<file path="config.mk">
export PLATFORM = sky130hd
export DESIGN_NAME = tdc_timestamp_assembler
export DESIGN_NICKNAME = d
export VERILOG_FILES = /design/src/rtl/tdc_pkg.sv /design/src/rtl/tdc_timestamp_assembler_fifo.sv /design/src/rtl/tdc_timestamp_assembler.sv
export SDC_FILE = /design/constraint.sdc
export NUM_CORES = 1
export LEC_CHECK = 0
export CAP_MARGIN = 20
export CORE_MARGIN = 2
export CORE_UTILIZATION = 30
export CTS_CLUSTER_SIZE = 30
export DETAILED_ROUTE_END_ITERATION = 10
export HOLD_SLACK_MARGIN = 0.1
export PLACE_DENSITY = 0.42
export SLEW_MARGIN = 20
export SYNTH_ARGS = -nofsm -noshare
export SYNTH_HDL_FRONTEND = slang
export SYNTH_HIERARCHICAL = 1
export SYNTH_SLANG_ARGS = --single-unit
</file>
<file path="constraint.sdc">
create_clock -name clock_i -period 8.47 [get_ports clock_i]
set_clock_uncertainty 0.1 [all_clocks]
set_input_delay 1.2705 -clock clock_i [delete_from_list [all_inputs] [get_ports clock_i]]
set_output_delay 1.2705 -clock clock_i [all_outputs]
set_load 0.01 [all_outputs]
</file>
<file path="src/rtl/tdc_pkg.sv">
`default_nettype none
// ============================================================================
// Module      : tdc_pkg
// Description : Shared constants for the TDC timestamp path. Default field
//               widths match the fine TDC thermometer encoder, and the
//               timestamp word layout is {coarse, fine} with fine in the LSBs.
// Contents    : FINE_BITS, COARSE_BITS  - default field widths
//               TS_BITS                 - timestamp word width
//               FINE_LSB, COARSE_LSB    - field offsets inside the word
// Revision    : 1.0 - initial release
// ============================================================================
package tdc_pkg;

   localparam int FINE_BITS   = 6;
   localparam int COARSE_BITS = 24;
   localparam int TS_BITS     = COARSE_BITS + FINE_BITS;

   localparam int FINE_LSB    = 0;
   localparam int COARSE_LSB  = FINE_BITS;

endpackage : tdc_pkg
`default_nettype wire

</file>
<file path="src/rtl/tdc_timestamp_assembler_fifo.sv">
`default_nettype none
// ============================================================================
// Module      : sync_fifo_fwft
// Description : Generic single-clock FIFO with a registered head output.
//               The head register presents the oldest entry whenever the FIFO
//               is non-empty; a word pushed into an empty FIFO becomes visible
//               on the following cycle (no combinational fall-through).
//               A push into a full FIFO is accepted only when a pop happens in
//               the same cycle.
// Ports       : clk_i       - clock, rising edge
//               rst_ni      - synchronous active-low reset (clears head too)
//               clear_i     - synchronous flush, head register left untouched
//               push_i      - write push_data_i (ignored when full w/o pop)
//               push_data_i - data to write
//               pop_i       - consume head (ignored when empty)
//               full_o      - FIFO holds 2**DEPTH_LOG2 entries
//               empty_o     - FIFO holds no entries
//               level_o     - exact occupancy 0..2**DEPTH_LOG2
//               head_o      - oldest entry, valid while !empty_o
// Revision    : 1.0 - initial release
// ============================================================================
module sync_fifo_fwft #(
   parameter int WIDTH      = 30,
   parameter int DEPTH_LOG2 = 3
) (
   input  logic                  clk_i,
   input  logic                  rst_ni,
   input  logic                  clear_i,
   input  logic                  push_i,
   input  logic [WIDTH-1:0]      push_data_i,
   input  logic                  pop_i,
   output logic                  full_o,
   output logic                  empty_o,
   output logic [DEPTH_LOG2:0]   level_o,
   output logic [WIDTH-1:0]      head_o
);

   localparam int DEPTH = 1 << DEPTH_LOG2;

   typedef logic [DEPTH_LOG2-1:0] ptr_t;
   typedef logic [DEPTH_LOG2:0]   lvl_t;

   localparam lvl_t LEVEL_FULL = lvl_t'(DEPTH);

   logic [WIDTH-1:0] mem_q [DEPTH];

   ptr_t             wr_ptr_q, wr_ptr_d;
   ptr_t             rd_ptr_q, rd_ptr_d;
   lvl_t             level_q,  level_d;
   logic [WIDTH-1:0] head_q,   head_d;

   logic             w_full;
   logic             w_empty;
   logic             w_pop;
   logic             w_push;
   lvl_t             w_kept;

   assign w_full  = (level_q == LEVEL_FULL);
   assign w_empty = (level_q == '0);
   assign w_pop   = pop_i && !w_empty;
   // A pop frees the slot the push needs, so full+pop+push is legal.
   assign w_push  = push_i && (!w_full || w_pop);

   // Entries that survive the pop; zero means the new head is the pushed word.
   assign w_kept  = level_q - lvl_t'(w_pop);

   always_comb begin
      wr_ptr_d = wr_ptr_q + ptr_t'(w_push);
      rd_ptr_d = rd_ptr_q + ptr_t'(w_pop);
      level_d  = w_kept + lvl_t'(w_push);
      head_d   = head_q;
      if (level_d != '0) begin
         if (w_kept == '0) begin
            head_d = push_data_i;
         end else begin
            head_d = mem_q[rd_ptr_d];
         end
      end
   end

   always_ff @(posedge clk_i) begin
      if (!rst_ni) begin
         wr_ptr_q <= '0;
         rd_ptr_q <= '0;
         level_q  <= '0;
         head_q   <= '0;
      end else if (clear_i) begin
         wr_ptr_q <= '0;
         rd_ptr_q <= '0;
         level_q  <= '0;
      end else begin
         wr_ptr_q <= wr_ptr_d;
         rd_ptr_q <= rd_ptr_d;
         level_q  <= level_d;
         head_q   <= head_d;
      end
   end

   // Storage needs no reset: occupancy alone decides what is valid.
   always_ff @(posedge clk_i) begin
      if (rst_ni && !clear_i && w_push) begin
         mem_q[wr_ptr_q] <= push_data_i;
      end
   end

   assign full_o  = w_full;
   assign empty_o = w_empty;
   assign level_o = level_q;
   assign head_o  = head_q;

endmodule : sync_fifo_fwft
`default_nettype wire

</file>
<file path="src/rtl/tdc_timestamp_assembler.sv">
`default_nettype none
// ============================================================================
// Module      : tdc_timestamp_assembler
// Description : Free-running coarse counter plus capture/buffer stage behind
//               the fine TDC encoder. Each fine_valid strobe latches
//               {coarse - PIPE_LAT, value_fine}; the word is registered and
//               pushed into a small FIFO one cycle later. Words lost to a full
//               FIFO are counted in a saturating drop counter.
// Ports       : clock_i       - system clock, rising edge
//               reset_i       - synchronous active-low reset
//               enable_i      - run coarse counter and accept hits
//               fine_valid_i  - single-cycle strobe, value_fine_i is new
//               value_fine_i  - fine code from the encoder
//               clear_i       - soft clear: flush FIFO, zero counters
//               out_data_o    - timestamp {coarse_adj, fine}
//               out_valid_o   - FIFO non-empty
//               out_ready_i   - consumer takes out_data_o this cycle
//               drop_count_o  - saturating count of dropped events
//               fifo_level_o  - FIFO occupancy
// Revision    : 1.0 - initial release
// ============================================================================
module tdc_timestamp_assembler #(
   parameter int FINE_BITS   = tdc_pkg::FINE_BITS,
   parameter int COARSE_BITS = tdc_pkg::COARSE_BITS,
   parameter int PIPE_LAT    = 4,
   parameter int DEPTH_LOG2  = 3,
   parameter int DROP_BITS   = 16
) (
   input  logic                            clock_i,
   input  logic                            reset_i,
   input  logic                            enable_i,
   input  logic                            fine_valid_i,
   input  logic [FINE_BITS-1:0]            value_fine_i,
   input  logic                            clear_i,
   output logic [COARSE_BITS+FINE_BITS-1:0] out_data_o,
   output logic                            out_valid_o,
   input  logic                            out_ready_i,
   output logic [DROP_BITS-1:0]            drop_count_o,
   output logic [DEPTH_LOG2:0]             fifo_level_o
);

   import tdc_pkg::*;

   localparam int TS_W = COARSE_BITS + FINE_BITS;

   typedef logic [COARSE_BITS-1:0] coarse_t;
   typedef logic [DROP_BITS-1:0]   drop_t;

   localparam coarse_t PIPE_LAT_C = coarse_t'(PIPE_LAT);
   localparam drop_t   DROP_MAX   = '1;

   coarse_t          coarse_q,    coarse_d;
   logic             cap_valid_q, cap_valid_d;
   logic [TS_W-1:0]  cap_word_q,  cap_word_d;
   drop_t            drop_q,      drop_d;

   coarse_t          w_coarse_adj;
   logic             w_fifo_full;
   logic             w_fifo_empty;
   logic             w_pop;
   logic             w_drop;

   // The hit was sampled PIPE_LAT edges before the strobe; wraps modulo 2**N.
   assign w_coarse_adj = coarse_q - PIPE_LAT_C;

   assign w_pop  = !w_fifo_empty && out_ready_i;
   assign w_drop = cap_valid_q && w_fifo_full && !w_pop;

   always_comb begin
      coarse_d    = coarse_q;
      cap_valid_d = 1'b0;
      cap_word_d  = cap_word_q;
      drop_d      = drop_q;
      if (clear_i) begin
         coarse_d = '0;
         drop_d   = '0;
      end else begin
         if (enable_i) begin
            coarse_d = coarse_q + coarse_t'(1);
         end
         if (enable_i && fine_valid_i) begin
            cap_valid_d = 1'b1;
            cap_word_d  = {w_coarse_adj, value_fine_i};
         end
         if (w_drop && (drop_q != DROP_MAX)) begin
            drop_d = drop_q + drop_t'(1);
         end
      end
   end

   always_ff @(posedge clock_i) begin
      if (!reset_i) begin
         coarse_q    <= '0;
         cap_valid_q <= 1'b0;
         cap_word_q  <= '0;
         drop_q      <= '0;
      end else begin
         coarse_q    <= coarse_d;
         cap_valid_q <= cap_valid_d;
         cap_word_q  <= cap_word_d;
         drop_q      <= drop_d;
      end
   end

   sync_fifo_fwft #(
      .WIDTH      (TS_W),
      .DEPTH_LOG2 (DEPTH_LOG2)
   ) u_fifo (
      .clk_i       (clock_i),
      .rst_ni      (reset_i),
      .clear_i     (clear_i),
      .push_i      (cap_valid_q),
      .push_data_i (cap_word_q),
      .pop_i       (out_ready_i),
      .full_o      (w_fifo_full),
      .empty_o     (w_fifo_empty),
      .level_o     (fifo_level_o),
      .head_o      (out_data_o)
   );

   assign out_valid_o  = !w_fifo_empty;
   assign drop_count_o = drop_q;

endmodule : tdc_timestamp_assembler
`default_nettype wire

</file>
# Yosys cells after proc, flatten, opt, wreduce, memory -nomap -nowiden
# Memory sizes are Yosys's and may differ from the RTL's.
# Cells that the tools add are included.
word_totals:
  register_bits: 111
  memories: 1
  mem_bits_rw: 240
classes:
  bitwise: 2
  addsub: 7
  mux: 4
  reduce_logical: 19
  eq_ne: 2
memory_table:
  columns: ["name", "words", "width", "read_ports", "rd_clocked_by_memory_dff", "wr", "line_no", "source"]
  rows:
  - ["u_fifo.mem_q", 8, 30, 1, 0, 1, "tdc_timestamp_assembler_fifo.sv:45", "logic [WIDTH-1:0] mem_q [DEPTH];"]
op_table:
  columns: ["cell", "n"]
  rows:
  - ["30-bit two-way mux", 1]
  - ["24-bit by 1-bit adder with 24-bit output, second input constant", 1]
  - ["24-bit by 3-bit subtractor with 24-bit output, second input constant", 1]
  - ["16-bit by 1-bit adder with 16-bit output, second input constant", 1]
  - ["16-bit != test, second input constant", 1]
  - ["1-bit logical AND", 8]
  - ["4-bit logical NOT", 2]
  - ["3-bit by 1-bit adder with 3-bit output", 2]
  - ["4-bit by 1-bit adder with 4-bit output", 1]
  - ["4-bit equality test, second input constant", 1]
  - ["1-bit logical NOT", 4]
  - ["2-bit AND reduction", 2]
  - ["4-bit nonzero test", 1]
  - ["4-bit by 1-bit subtractor with 4-bit output", 1]
  - ["1-bit two-way mux", 3]
  - ["1-bit inverter", 2]
  - ["2-bit OR reduction", 1]
  - ["1-bit logical OR", 1]

# Longest topological paths before layout
depth:
  ltp_word: 8
  mapped_depth: 12
  mapped_depth_nobuf: 10

# By module
# The synthesis kept the hierarchy.
modules_own_cells:
  columns: ["mod", "area_per_inst_um2", "cells_per_inst", "instances", "seq_area_each_um2"]
  rows:
  - ["sync_fifo_fwft", 10857.9, 551, 1, 8007.7]
  - ["tdc_timestamp_assembler", 3558.4, 417, 1, 1421.4]

# Worst setup path after synthesis
# Ideal clock, no wire load.
synth_timing:
  kind: "input-to-reg"
  startpoint: "in clear_i"
  endpoint: "mem u_fifo.mem_q[0][0], enable pin"
  arrival_time_ns: 3.957
  path_slack_ns: 3.958
  cell_stages: 3
  path_cell_list: "nand2b_1 or3_1 nor3_1"
synth_between:
  elab_chain_cells: 5
synth_rtl:
  columns: ["element", "line_no", "source"]
  rows:
  - ["start, declared", "tdc_timestamp_assembler.sv:34", "input logic clear_i,"]
  - ["1-bit logical NOT", "tdc_timestamp_assembler_fifo.sv:101", "if (rst_ni && !clear_i && w_push) begin"]
  - ["1-bit logical AND (2 in a row)", "tdc_timestamp_assembler_fifo.sv:101", null]
  - ["1-bit two-way mux", "tdc_timestamp_assembler_fifo.sv:101", null]
  - ["1-bit two-way mux (implied by the code)", "tdc_timestamp_assembler_fifo.sv:102", "mem_q[wr_ptr_q] <= push_data_i;"]
  - ["end, declared", "tdc_timestamp_assembler_fifo.sv:45", null]
# No other way between the ends.

# Final worst setup path
layout_timing:
  startpoint: "in out_ready_i"
  endpoint: "reg u_fifo.head_q[26] (netlist: u_fifo/head_o[26])"
layout_between:
  elab_cells_between_ends: 11
  classes_between: "add/sub: 3; mux: 1; reduce/logical: 6; memory: 1"
layout_rtl:
  columns: ["element", "line_no", "source"]
  rows:
  - ["start, declared", "tdc_timestamp_assembler.sv:37", "input logic out_ready_i,"]
  - ["1-bit logical AND", "tdc_timestamp_assembler_fifo.sv:60", "assign w_pop = pop_i && !w_empty;"]
  - ["3-bit by 1-bit adder with 3-bit output", "tdc_timestamp_assembler_fifo.sv:69", "rd_ptr_d = rd_ptr_q + ptr_t'(w_pop);"]
  - ["net u_fifo.rd_ptr_d[0]", "tdc_timestamp_assembler_fifo.sv:48", "ptr_t rd_ptr_q, rd_ptr_d;"]
  - ["memory 8 x 30 bit", null, null]
  - ["30-bit two-way mux", "tdc_timestamp_assembler_fifo.sv:73", "if (w_kept == '0) begin"]
  - ["end signal, assigned", "tdc_timestamp_assembler_fifo.sv:86", "head_q <= '0;"]
  - ["end signal, assigned", "tdc_timestamp_assembler_fifo.sv:95", "head_q <= head_d;"]
  - ["end, declared", "tdc_timestamp_assembler_fifo.sv:50", "logic [WIDTH-1:0] head_q, head_d;"]
# The timed path passes the listed nets, and every way through them passes these cells.
# A chain may end at the register's enable or synchronous reset.

==> impl_results.md <==
* Status: completed
* Clock power frac at 43.6%
* Register Area at 9430 um^2
* Core area at 47500 um^2
* Crit end category: register
* Worst skew pair latency at 0.53 ns
* Fin worst setup slack at 4.22 ns
* Comb pwr share at 5.0%
* Final Max Tran Viols at 0
* WP data arrival at 4.57 ns
* Register bit count reported by yosys at 351
* Clock tree buffer depth at 3
* Internal Power at 0.00283 W
* Router iterations before antenna repair at 4
* Ys async rst share at 0%
* DR iter-0 viols at 516
* Max FO, Critical Path at 38
* Vias/cell at 4.93
* Mapped Avg Cell Area at 14.9 um^2
* Post-CTS setup buffers at 0
* Input/output buffers at 62
* I/O pins at 63
* Final Cycle Share at 50.2%
* Achievable frequency at 0.235 GHz
* First-pass GRT wire length at 53800 um
* VDD IR max at 0.121 mV
* Filler cell count at 4518
* Vias in the first global route at 8460
* CTS tree: done
* Final Hold Viols at 0
* Syn_nets at 992
* Fraction of layout cells with a size suffix above 1 at 17.1%
* Num CTS Buffers at 40
* WP data required at 8.79 ns
* Net switching power at 0.000800 W
* Setup CP Type: input pin to register
* Clock slew at reported path FFs at 0.06 ns
* Nets at 1050
* Number of diodes at 0
* Dominant synthesized flop cell: edfxtp_1
* Warnings from Yosys at 6
* Yosys cell types at 60
* Post-CTS Hold Fix Bufs at 0
* Largest net degree at the start of global routing at 60
* Final setup fails at 0
* Post-cts sizing count at 0
* Synth Cell Area at 14400 um^2
* Multi-input logic area at 4730 um^2
* Hold Crit Class: register to register
* Least-Margin Pin Slew at 0.946 ns
* Rel. slew slack at 37.0%
* CP startpoint kind: input pin
* H-tree depth at 2
* Dpl cells at 1599
* GRT Resource Usage Total at 14.2%
* Residual DRC at 0
* Die area at 49800 um^2
* Post-synthesis sequential area ratio at 65.4%
* Die Wd at 223 um
* GPL Wtd Cong at 0.711
* Fin Setup TNS at 0 ns
* Hpwl dp at 19000 um
* Routed len/inst at 21.0 um
* RSZ-0062 raised after global routing: false
* Post-route minimum period at 4.25 ns
* Sw Share at 22.0%
* Die height at 223 um
* P_leak at 5.36 nW
* Initial antenna violation count at 0
* P&R area growth vs syn at 17.3%
* Cells after synthesis at 968
* Row Count at 80
* Routed vias at 8241
* Layout Cells excl Fill at 1673
* Sequential share of power at 51.4%
* Max Cap Violations at 0
* Post-route ant nets at 0
* Hold WS at 0.365 ns
* Routed WL at 35100 um
* Congestion Overflow GR at 0
* Initial Util at 30.3%
* Root Buffer: clkbuf_16
* Dpl ws at 3.61 ns
* EDFF count, synth at 240
* Pwr/cell area at 215 nW/um^2
* Num Clock Sinks at 351
## cell usage in the layout (no fill, tap or decap), types with 11 or more instances in the layout
cell               n
a21oi_1           40
a32o_1            29
buf_4             16
clkbuf_1          11
clkbuf_16         41
clkdlybuf4s50_1   62
clkinv_2          11
dfxtp_1          111
edfxtp_1         240
inv_1             11
mux2i_1           33
mux4_2            60
nand2_1           73
nand3_1           19
nand4_1           16
nor2_1            34
o21ai_0           18
o31ai_1           21
or2_1             12
or2_2             18
or4_1             21
xor2_1            18
## through the flow
step	utilization [%]	power (W)	cell area, um^2
2_1_floorplan	-	0.00202	14400
3_3_place_gp	33.0	0.00209	15700
3_5_place_dp	33.0	0.00209	15700
4_1_cts	35.6	0.00369	16900
5_1_grt	35.6	0.00378	16900
6_report	35.6	0.00363	16900
## logic make-up after synthesis
logic type | count (synthesis) | synth area share [%]
muxes | 95 | 11.8
xor gates and xnor gates | 31 | 1.99
and+or+nand+nor | 272 | 10.7
buffers and inverters | 74 | 2.55
DFF | 351 | 65.4
adders and majority gates | 12 | 1.04
AOI/OAI and AO/OA | 133 | 6.50
## area by class of cell
| class | count | share of cell area, % |
|---|---|---|
| flip-flops and latches | 351 | 55.8 |
| multi-input cells | 543 | 28.0 |
| clock buffers | 54 | 6.48 |
| well taps | 615 | 4.55 |
| repair buffers | 78 | 4.38 |
| clock inverters | 20 | 0.585 |
| inverters | 12 | 0.266 |
## path summary, 6_finish.rpt
path | startpoint | endpoint | slack, ns | cells past startpoint
max | out_ready_i | u_fifo/head_o[26] | 4.22 | 8
min | u_fifo/head_o[22] | u_fifo/head_o[22] | 0.37 | 1
max reg2reg | u_fifo/level_o[2] | u_fifo/head_o[26] | 4.60 | 8
min reg2reg | u_fifo/head_o[22] | u_fifo/head_o[22] | 0.37 | 1
## power groups by stage
stage          registers (W)  logic [W]  clock network (W)
2_1_floorplan        0.00190   0.000119                  0
3_3_place_gp         0.00190   0.000185                  0
3_5_place_dp         0.00190   0.000187                  0
4_1_cts              0.00187   0.000188            0.00164
5_1_grt              0.00187   0.000200            0.00171
6_report             0.00187   0.000182            0.00158
## critical path, stage by stage
cell and delay (ns):
clkdlybuf4s50_1 0.49, nor2b_1 0.37, ha_4 0.73, buf_4 0.57, mux4_2 0.57, mux2i_1 0.15, nand2_1 0.07, a32o_1 0.27
## cell usage after synthesis (10+ instances only)
master      n  area, um^2
nor2_1     41         154
dfxtp_1   111        2220
a32o_1     29         290
xnor2_1    10        87.6
clkbuf_1   24        90.1
inv_1      11        41.3
a21oi_1    41         205
nand3_1    19        95.1
mux2i_1    33         330
or4_1      21         158
mux4_2     60        1350
o21ai_0    18        90.1
or2_2      18         113
nand2_1    73         274
o31ai_1    21         158
buf_2      24         120
ha_1       12         150
edfxtp_1  240        7210
and2_1     10        62.6
nand4_1    16         100
or2_1      12        75.1
xor2_1     19         166
## flip-flops by register name (all words and copies together), names as in the netlist
name	flops
cap_valid_q	1
cap_word_q	30
coarse_q	24
drop_count_o	16
u_fifo/head_o	30
u_fifo/level_o	4
u_fifo/mem_q	240
u_fifo/rd_ptr_q	3
u_fifo/wr_ptr_q	3
## metal layers
metal	vias to the layer above	wire length, um	global-route usage, %
met5	-	0	0
met4	0	619	3.44
met3	49	1160	2.19
met2	118	16900	23.7
met1	4180	16500	19.6
li1	3894	-	-
No activity file was read; power rests on OpenSTA's default activity.
